$ cat src/rtl/gerador_passos_equilibrio.sv
// Step-command source for the balance position counter: debounced player buttons plus a
// periodic gravity drift, merged into single-cycle conta/count_up strobes with loss detection.
module gerador_passos_equilibrio #(
  parameter int unsigned M           = 100,
  parameter int unsigned N           = 7,
  parameter int unsigned DEB_CICLOS  = 50000,
  parameter int unsigned TICK_PASSO  = 500000,
  parameter int unsigned TICK_DERIVA = 2000000
) (
  input  logic         clock,
  input  logic         zera_as_n,
  input  logic         habilita,
  input  logic         botao_esq,
  input  logic         botao_dir,
  input  logic [N-1:0] posicao,
  input  logic         fim,
  input  logic         inicio,
  output logic         conta,
  output logic         count_up,
  output logic         perdeu,
  output logic [1:0]   estado
);

  localparam int unsigned DW = $clog2(DEB_CICLOS + 1);
  localparam int unsigned PW = $clog2(TICK_PASSO + 1);
  localparam int unsigned TW = $clog2(TICK_DERIVA + 1);
  localparam logic [N-1:0] MID = N'(M / 2);

  typedef enum logic [1:0] {
    StOcioso = 2'b00,
    StAtivo  = 2'b01,
    StPerdeu = 2'b10
  } estado_e;

  // Request encoding: bit0 = up (dir only), bit1 = down (esq only).
  localparam logic [1:0] ReqNone = 2'b00;

  estado_e           estado_q, estado_d;
  logic [1:0]        sync1_q, sync2_q;
  logic [1:0]        nivel_q, nivel_d;
  logic [1:0][DW-1:0] deb_cnt_q, deb_cnt_d;
  logic [1:0]        req, req_ant_q, req_ant_d;
  logic [PW-1:0]     rep_q, rep_d;
  logic [TW-1:0]     der_q, der_d;
  logic              conta_q, conta_d;
  logic              up_q, up_d;
  logic              p_step, d_step, d_up, step, step_up;

  // Debouncer: accept a new level only after DEB_CICLOS consecutive differing cycles.
  always_comb begin
    nivel_d   = nivel_q;
    deb_cnt_d = '0;
    for (int i = 0; i < 2; i++) begin
      if (sync2_q[i] != nivel_q[i]) begin
        if (deb_cnt_q[i] == DW'(DEB_CICLOS - 1)) begin
          nivel_d[i] = sync2_q[i];
        end else begin
          deb_cnt_d[i] = deb_cnt_q[i] + 1'b1;
        end
      end
    end
  end

  assign req = {nivel_q[0] & ~nivel_q[1], nivel_q[1] & ~nivel_q[0]};

  always_comb begin
    estado_d  = estado_q;
    req_ant_d = ReqNone;
    rep_d     = '0;
    der_d     = '0;
    conta_d   = 1'b0;
    up_d      = 1'b0;
    p_step    = 1'b0;
    d_step    = 1'b0;
    d_up      = (posicao >= MID);
    step      = 1'b0;
    step_up   = 1'b0;

    unique case (estado_q)
      StOcioso: begin
        if (habilita) estado_d = StAtivo;
      end
      StAtivo: begin
        req_ant_d = req;
        if (req != req_ant_q) begin
          p_step = (req != ReqNone);
        end else if (req != ReqNone) begin
          if (rep_q == PW'(TICK_PASSO - 1)) begin
            p_step = 1'b1;
          end else begin
            rep_d = rep_q + 1'b1;
          end
        end

        if (der_q == TW'(TICK_DERIVA - 1)) begin
          d_step = 1'b1;
        end else begin
          der_d = der_q + 1'b1;
        end

        // Opposite player and drift steps in the same cycle cancel out.
        if (p_step && d_step) begin
          step    = (req[0] == d_up);
          step_up = d_up;
        end else if (p_step) begin
          step    = 1'b1;
          step_up = req[0];
        end else if (d_step) begin
          step    = 1'b1;
          step_up = d_up;
        end

        if (step) begin
          if (step_up ? fim : inicio) begin
            estado_d = StPerdeu;
          end else begin
            conta_d = 1'b1;
            up_d    = step_up;
          end
        end
      end
      StPerdeu: begin
      end
      default: estado_d = StOcioso;
    endcase

    if (!habilita) begin
      estado_d  = StOcioso;
      conta_d   = 1'b0;
      up_d      = 1'b0;
      rep_d     = '0;
      der_d     = '0;
      req_ant_d = ReqNone;
    end
  end

  always_ff @(posedge clock or negedge zera_as_n) begin
    if (!zera_as_n) begin
      estado_q  <= StOcioso;
      sync1_q   <= '0;
      sync2_q   <= '0;
      nivel_q   <= '0;
      deb_cnt_q <= '0;
      req_ant_q <= ReqNone;
      rep_q     <= '0;
      der_q     <= '0;
      conta_q   <= 1'b0;
      up_q      <= 1'b0;
    end else begin
      estado_q  <= estado_d;
      sync1_q   <= {botao_dir, botao_esq};
      sync2_q   <= sync1_q;
      nivel_q   <= nivel_d;
      deb_cnt_q <= deb_cnt_d;
      req_ant_q <= req_ant_d;
      rep_q     <= rep_d;
      der_q     <= der_d;
      conta_q   <= conta_d;
      up_q      <= up_d;
    end
  end

  assign conta    = conta_q;
  assign count_up = up_q;
  assign perdeu   = (estado_q == StPerdeu);
  assign estado   = estado_q;

endmodule

$ cat config.mk
export PLATFORM = sky130hd
export DESIGN_NAME = gerador_passos_equilibrio
export DESIGN_NICKNAME = d
export VERILOG_FILES = /design/src/rtl/gerador_passos_equilibrio.sv
export SDC_FILE = /design/constraint.sdc
export NUM_CORES = 1
export LEC_CHECK = 0
export CAP_MARGIN = 40
export CORE_ASPECT_RATIO = 1.75
export CORE_MARGIN = 2
export CORE_UTILIZATION = 63
export CTS_CLUSTER_SIZE = 10
export DETAILED_ROUTE_END_ITERATION = 8
export DONT_BUFFER_PORTS = 1
export PLACE_DENSITY = 0.79
export SYNTH_ARGS = -nofsm -noshare
export SYNTH_HDL_FRONTEND = slang
export SYNTH_SLANG_ARGS = --single-unit
$ cat constraint.sdc
create_clock -name clock -period 2.97 [get_ports clock]
set_input_delay 0.297 -clock clock [delete_from_list [all_inputs] [get_ports clock]]
set_output_delay 0.297 -clock clock [all_outputs]
set_load 0.02 [all_outputs]
## Word-level counts from Yosys, hierarchy flattened

Cells that the tools add are included.

| cells by class | value |
|---|---|
| add/subtract/negate cells | 4 |
| equal/unequal tests | 13 |
| multiplexer cells | 41 |
| magnitude comparators | 1 |
| reductions and logical operators | 6 |
| bitwise logic cells | 4 |

Operators by type and width:

| cell | number |
|---|---|
| $mux 19 | 5 |
| $mux 16 | 4 |
| $mux 21 | 3 |
| $add 16x1->16 const B | 2 |
| $eq 16x16->1 const B | 2 |
| $mux 1 | 23 |
| $add 21x1->21 const B | 1 |
| $eq 21x21->1 const B | 1 |
| $add 19x1->19 const B | 1 |
| $eq 19x19->1 const B | 1 |
| $mux 2 | 5 |
| $ge 7x6->1 const B | 1 |
| $ne 3x3->1 const B | 2 |
| $pmux 2 s3 | 1 |
| $reduce_and 2->1 | 2 |
| $reduce_and 3->1 | 1 |
| $and 1x1->1 | 2 |
| $eq 2x1->1 const B | 1 |
| $eq 2x2->1 const B | 1 |
| $logic_not 2->1 | 1 |
| $ne 1x1->1 | 2 |
| $ne 2x2->1 | 1 |
| $ne 2x2->1 const B | 1 |
| $not 1->1 | 2 |
| other kinds (3) | 3 |

| word-level totals | value |
|---|---|
| bits in registers | 84 |
| output and inout port bits | 5 |
| bits of input ports | 14 |
| word-level logic and storage cells | 81 |

## Depth between registers and ports, before layout

Gate-level depths: netlist of the first run.

| logic depth | value |
|---|---|
| depth in word-level cells | 14 |
| mapped depth | 8 |
| gate-level depth less buffers | 8 |

## Least setup slack after synthesis of the first run

OpenSTA, ideal clock, no wires.

| timing path | value |
|---|---|
| path kind | register to register |
| start point | reg rep_q[9] |
| end point | reg estado_q[1] (netlist: estado[1]) |
| required time | 2.849 ns |
| clock period less this slack | 2.065 ns |
| buffers on the path | 0 |
| stages on the path, launching flop included | 7 |
| data arrival time | 1.944 ns |
| library setup time | 0.121 ns |
| slack | 0.905 ns |
| cells stage by stage | dfrtp_1 > or4b_4 > nor4_4 > a21oi_2 > o32ai_2 > mux2_4 > a32o_2 |

| on the way | value |
|---|---|
| word-level cells in the longest chain between the ends | 11 |
| elaborated cells between the ends (all ways) | 16 |
| classes of those cells | eq/ne: 3; mux: 11; reduce/logical: 2 |

RTL lines:

| element | RTL line | RTL |
|---|---|---|
| from (decl) | 43 | `logic [PW-1:0] rep_q, rep_d;` |
| from (signal assigned) | 156 | `rep_q <= rep_d;` |
| $eq 19x19->1 (*) | 88 | `if (rep_q == PW'(TICK_PASSO - 1)) begin` |
| $mux 1 (*) | 88 |  |
| $mux 1 (*) | 87 | `end else if (req != ReqNone) begin` |
| $mux 1 (*) | 85 | `if (req != req_ant_q) begin` |
| $mux 1 (*) | 79 | `unique case (estado_q)` |
| $mux 1 or $logic_and 1x1->1 (tied branches) | 105, 102 |  |
| $mux 1 | 102 | `if (p_step && d_step) begin` |
| $mux 1 | 79 |  |
| $mux 1 | 114 | `if (step_up ? fim : inicio) begin` |
| $ne 3x3->1 (no source line) | n/a |  |
| $reduce_and 3->1 (no source line) (*) | n/a |  |
| to (signal assigned) | 139 | `estado_q <= StOcioso;` |
| to (signal assigned) | 150 | `estado_q <= estado_d;` |
| to (decl) | 38 | `estado_e estado_q, estado_d;` |

Mark *: on every way between the ends. The rest lies on a longest branch, timed or not. The select of a mux whose other input is x is not followed.
A chain may end at the register's enable or synchronous reset.

## Worst setup path after layout of the first run

Ends and elaborated chain as after synthesis.

==> run metrics, run 1 <==
status finished, final reports clean; nets 429; Core Rows 38; TritonCTS clock tree built; CTS max path bufs 2; xor and xnor area share after synthesis 14.1%; FF+latch count, synth 84; Clock Root Buffer clkbuf_8; antenna-violating nets left 0; Hold Crit Class in2reg; mux contribution to synthesized area 1.55%; Syn Area/Cell 10.1 sq um; final wirelength 7000 microns; initial detailed-routing violation count 174; dpl cell area 4130 sq um; Starting Density 64.9%; Post-Syn Area 4050 sq um; first-pass GRT wire length 12200 microns; antenna violations before repair 0; DIE AREA 7100 sq um; largest net degree at the start of global routing 85; final routed DRC violation total 0; Layout area overhead 8.01%; slew margin rel. 60.1%; post-synthesis compound-gate area fraction 3.25%; adder and majority gate portion of the synthesized area 1.86%; core area 6230 sq um; first-pass detailed-route iteration total 6; Via-to-Cell Ratio 5.63; Slew @ Worst Pin 599 ps; main combinational cell family by area after synthesis simple AND/OR/NAND/NOR gates; vias in the first global route 2850; DR WL/cell 14.2 microns; pwr/cell area 459 nW/um^2; CP max FO 6; Startpoint Class flop; total setup buffers inserted after CTS 0; Mapped Nets 419; die span in y 110 microns; Setup Crit Path Kind reg2reg; TNS Setup 0 ps; layout cell share with drive strength beyond 1 7.25%; chip width 64.6 microns; post-synth top area share 52.0%; RSZ-0062 raised after global routing no; Post-Synth Simple-Gate Area 25.7%; ANT cells 0; final period utilization 74.1%; leakage power 0.00183 uW; Setup-failing EPs final 0; Final Wtd Congestion 0.785; synthesized instance count 399; final count of hold timing violations 0; Netlist cell types 43; Clk Latency, worst-skew pair 350 ps; clock buffer count from CTS 9; vias 2781; CTS Sinks 84; worst vdd ir 0.340 mV; Synth area leader dfrtp_1; fmax 455 MHz; Final Max Slew Viols 0; WP data arrival 2450 ps; H-tree levels 3; largest cells by area after synthesis dfrtp_1 (52%), nor2_1 (8.0%), xor2_1 (7.6%), xnor2_1 (6.5%), nand2_1 (2.8%); Final Cell Area 4370 sq um; Final Critical Period 2200 ps; Clock Skews 8.40 ps; clock-pin slew on the worst setup and hold paths 80 ps; Port Buf Inserts 0; Seq/Total Area, Yosys 52.0%; post-DP HPWL 4780 microns; synth warn 0; IO Count 19; WP data required 3220 ps; total grt overflow 0; crit path capture type flop; max-cap viol count 0; GRT Util Overall 22.3%
final timing paths:
kind / from / to / slack, ps / cells past startpoint
max in group asynchronous: zera_as_n / rep_q[9] / 2150 / 2
hold / removal: habilita / estado[1] / 70 / 1
min in group asynchronous: zera_as_n / deb_cnt_q[6] / 490 / 2
setup / recovery: rep_q[9] / estado[1] / 770 / 6
setup reg to reg: rep_q[9] / estado[1] / 770 / 6
hold reg to reg: sync1_q[1] / sync2_q[1] / 350 / 0
cell usage in the layout (no fill, tap or decap), types with 2 or more instances in the layout:
cell type	netlist	routed
nor3_1	6	6
nand4b_1	2	2
mux2_4	2	2
mux2_2	2	2
inv_1	11	11
nor4b_1	4	4
xor2_1	35	35
and3_1	13	13
or3_1	5	5
and4_1	5	5
nor2b_1	4	4
and2_1	3	3
nand2_1	30	30
o21ai_0	4	4
dfrtp_1	84	84
a21oi_1	5	5
xnor2_1	30	30
clkbuf_8	0	9
nor4_1	2	2
nor2_1	86	86
nand3_1	20	20
nand4_1	14	14
o21ai_1	2	2
ha_1	6	6
dlygate4sd3_1	0	3
clkinv_2	0	3
clkbuf_1	4	2
flip-flops by register name, summed over array words and instances (netlist names):
register	cells
count_up	1
rep_q	19
estado	2
req_ant_q	2
der_q	21
sync1_q	2
deb_cnt_q	32
sync2_q	2
nivel_q	2
conta	1
per-layer routing:
metal | vias to the layer above | track usage, % | share of wire [%]
met4 | 0 | 8.51 | 1.6
met1 | 1370 | 25.4 | 43
li1 | 1361 | - | -
met5 | - | 0 | 0
met2 | 40 | 39.2 | 52
met3 | 10 | 6.90 | 3.2
where the power goes:
group	switching (uW)	internal (uW)	total [uW]	leakage (uW)
registers	11.3	1150	1170	0.00116
logic	44.2	19.3	63.6	0.000578
clock network	393	385	778	0.0000931
through the flow:
step / cells / hold WS (ps) / utilization (%) / setup WS, ps / power, uW
floorplan: 399 / 1.41 / - / 905 / 1210
global placement: 474 / 3.04 / 66.3 / 823 / 1220
detailed placement: 474 / 3.14 / 66.3 / 775 / 1220
CTS: 494 / 58.4 / 70.1 / 757 / 2030
global route: 494 / 61.0 / 70.1 / 662 / 2080
finish: 494 / 68.6 / 70.1 / 770 / 2010
area by class of cell:
type,count,area [sq um]
fill,459,1860
clock buffer,11,131
sequential,84,2100
multi-input combinational,298,1880
tap,80,100
clock inverter,5,52.6
timing repair buffer,5,65.1
inverter,11,41.3
Yosys cell counts (all sizes together):
| cell | n |
|---|---|
| nor2 | 86 |
| dfrtp | 84 |
| xor2 | 35 |
| nand2 | 30 |
| xnor2 | 30 |
| nand3 | 21 |
| nand4 | 14 |
| and3 | 13 |
| inv | 11 |
| a21oi | 6 |
| ha | 6 |
| nor3 | 6 |
| o21ai | 6 |
| and4 | 5 |
| or3 | 5 |
| clkbuf | 4 |
| mux2 | 4 |
| nor2b | 4 |
| nor4b | 4 |
| and2 | 3 |
| nor4 | 3 |
| buf | 2 |
| nand4b | 2 |
| nand4bb | 2 |
| nor3b | 2 |
| or2 | 2 |
| a211o | 1 |
| a311oi | 1 |
| a31oi | 1 |
| a32o | 1 |
| a41o | 1 |
| mux2i | 1 |
| nand3b | 1 |
| o32ai | 1 |
| or4b | 1 |
kinds of logic (layout without fill, tap and decap cells):
| family | Yosys count | count (layout) |
|---|---|---|
| AND/OR/NAND/NOR | 204 | 204 |
| multiplexers | 5 | 5 |
| AO/OA/AOI/OAI | 18 | 18 |
| XOR/XNOR | 65 | 65 |
| buffers and inverters | 17 | 32 |
| adder cells (fa/ha/maj) | 6 | 6 |
| flip-flops | 84 | 84 |
worst max-delay path, cell delays in order, from the launching register on:
cell and delay [ps]:
dfrtp_1 450, or4b_4 550, nor4_4 180, a21oi_2 140, o32ai_2 140, mux2_4 350, a32o_2 260
what timing repair did:
action / in CTS / in global routing
endpoints found under the hold margin: 86 / 0
hold buffers: 4 / 0
gates resized for setup: 0 / 0
Power figures use the tool's default switching activity.
==> run 2: changes to the inputs <==
- clock period: 2.97 -> 2.2 ns (I/O delays scaled with it)
==> run 2 against run 1 <==
Net effect:
- count of clock-buffer cells in the layout is 2 higher
- setup slack worse by 700 ps
- total power increased by 33%
- utilization up 1.5 points
- critical path type unchanged
- largest power group unchanged
- die area unchanged
- clock power increased by 28%
- routed wire length grew 1.5%
- hold slack got worse by 57 ps
- register-to-register slack worse by 700 ps
==> run metrics, run 2 (same netlist as run 1, synthesis figures left out) <==
IO Count 19 (unchanged); H-tree levels 3 (unchanged); CP Cell Sequence or4b_4, nor4_4, a21oi_2, o32ai_2, mux2_4, a311oi_2; max reg flops 32 (unchanged); final routed DRC violation total 0 (unchanged); Clk Latency, worst-skew pair 360 ps (about the same); WP data arrival 2400 ps (-50 ps); Final Critical Period 2130 ps (-65.6 ps); vias in the first global route 2853 (+0.11%); slowest stage delay, CP 560 ps (about the same); biggest registers after layout deb_cnt_q x32, der_q x21, rep_q x19; Startpoint Class flop; CP max FO 4 (-2); Setup Crit Path Kind reg2reg; first-pass detailed-route iteration total 4 (-2); TritonCTS clock tree built; commonest cells after routing, fill and taps aside nor2_1 (86), dfrtp_1 (84), xor2_1 (35); commonest non-fill, non-tap cell in the layout nor2_1; WP data required 2460 ps (-760 ps); Clock Root Buffer clkbuf_8; GRT Util Overall 22.6% (+0.31 points); first-pass GRT wire length 12300 microns (+0.62%); clock-pin slew on the worst setup and hold paths 80 ps (about the same); Starting Density 64.9% (unchanged); slew margin rel. 64.1% (+4.1 points); nets 440 (+2.6%); vias 2798 (+0.61%); Port Buf Inserts 0 (unchanged); clock share of power 37.5% (-1.3 points); pwr/cell area 596 nW/um^2 (+30%); CTS max path bufs 2 (unchanged); Final Wtd Congestion 0.781 (-0.50%); status finished, final reports clean; total power 2660 uW (+33%); worst vdd ir 0.439 mV (+29%); antenna violations before repair 0 (unchanged); fmax 469 MHz (+3.1%); final count of hold timing violations 0 (unchanged); Final Max Slew Viols 0 (unchanged); post-DP HPWL 4920 microns (+3.0%); max-cap viol count 0 (unchanged); Via-to-Cell Ratio 5.54 (-1.6%); final period utilization 97.0% (+23 points); Pint 2060 uW (+32%); ANT cells 0 (unchanged); DIE AREA 7100 sq um (unchanged); Sw Pwr 602 uW (+34%); die span in y 110 microns (unchanged); layout cell share with drive strength beyond 1 9.65% (+2.4 points); antenna-violating nets left 0 (unchanged); Core Rows 38 (unchanged); Setup-failing EPs final 0 (unchanged); CTS Sinks 84 (unchanged); register with the most flip-flops deb_cnt_q; clock buffer count from CTS 9 (unchanged); Hold Crit Class in2reg; Clock Skews 6.52 ps (-1.88 ps); Seq pwr share 59.0% (+0.9 points); crit path capture type flop; Layout area overhead 10.4%; Comb power frac 3.5% (+0.3 points); leakage power 0.00188 uW (+2.8%); utilization after layout 71.7% (+1.5 points); slowest CP cell or4b_4; DR WL/cell 14.1 microns (-0.68%); core area 6230 sq um (unchanged); total grt overflow 0 (unchanged); Slew @ Worst Pin 537 ps (-61.9 ps); final wirelength 7110 microns (+1.5%); largest net degree at the start of global routing 85 (unchanged); Sw Ratio 22.6% (+0.24 points); RSZ-0062 raised after global routing yes; initial detailed-routing violation count 154 (-11%); chip width 64.6 microns (unchanged)
run 2: changes by cell type in the layout (fill, tap and decap cells not counted), sizes merged:
cell and change:
clkbuf +2, dlygate4sd3 +2, clkinv -1, buf +9
bufinv -1
run 2: final cells by class:
cell class              instances  area [sq um]
inverters                      11          41.3
multi-input cells             298          1890
flip-flops and latches         84          2100
fillers                       448          1760
well taps                      80           100
clock inverters                 3          21.3
repair buffers                 16           153
clock buffers                  13           159
run 2: repair_timing:
action,4_1_cts,5_1_grt
hold buffers,6,0
endpoints found under the hold margin,88,0
gates resized for setup,0,2
buffers inserted,0,2
endpoints found under the setup margin,0,2
run 2: power by group through the flow:
stage	clock network [uW]	logic [uW]	registers, uW
floorplan	0	37.2	1600
global placement	0	49.3	1600
detailed placement	0	51.4	1600
CTS	1030	95.4	1570
global route	1090	107	1570
finish	998	92.7	1570
run 2: per-stage QoR:
step / area, sq um / hold slack [ps] / setup WS [ps] / cells / TNS (ps)
2_1_floorplan: 4050 / -75.6 / 135 / 399 / 0
6_report: 4470 / 11.8 / 65.6 / 505 / 0
3_5_place_dp: 4180 / -74.0 / 38.1 / 481 / 0
4_1_cts: 4440 / 1.83 / 12.7 / 503 / 0
3_3_place_gp: 4180 / -74.0 / 85.9 / 481 / 0
5_1_grt: 4470 / 15.2 / -5.24 / 505 / -5.24
run 2: path summary, 6_finish.rpt:
| check | from | endpoint | slack [ps] | cells past startpoint |
|---|---|---|---|---|
| max | rep_q[12] | estado[0] | 70 | 6 |
| max reg2reg | rep_q[12] | estado[0] | 70 | 6 |
| min reg2reg | sync1_q[1] | sync2_q[1] | 350 | 0 |
| min in group asynchronous | zera_as_n | deb_cnt_q[6] | 400 | 2 |
| max in group asynchronous | zera_as_n | rep_q[9] | 1460 | 2 |
| min | habilita | estado[0] | 10 | 2 |
run 2: critical path, delay by kind of cell, from the launching register on:
family	cells	cell delay (ps)
AO/OA/AOI/OAI	3	530
AND/OR/NAND/NOR	2	740
multiplexers	1	350
flip-flops	1	410
run 2: per-layer routing:
metal / wire [microns] / global-route usage (%) / up-vias
met4: 137 / 9.42 / 0
met1: 3010 / 25.5 / 1366
met5: 0 / 0 / -
met3: 236 / 6.40 / 10
li1: - / - / 1386
met2: 3730 / 40.1 / 36
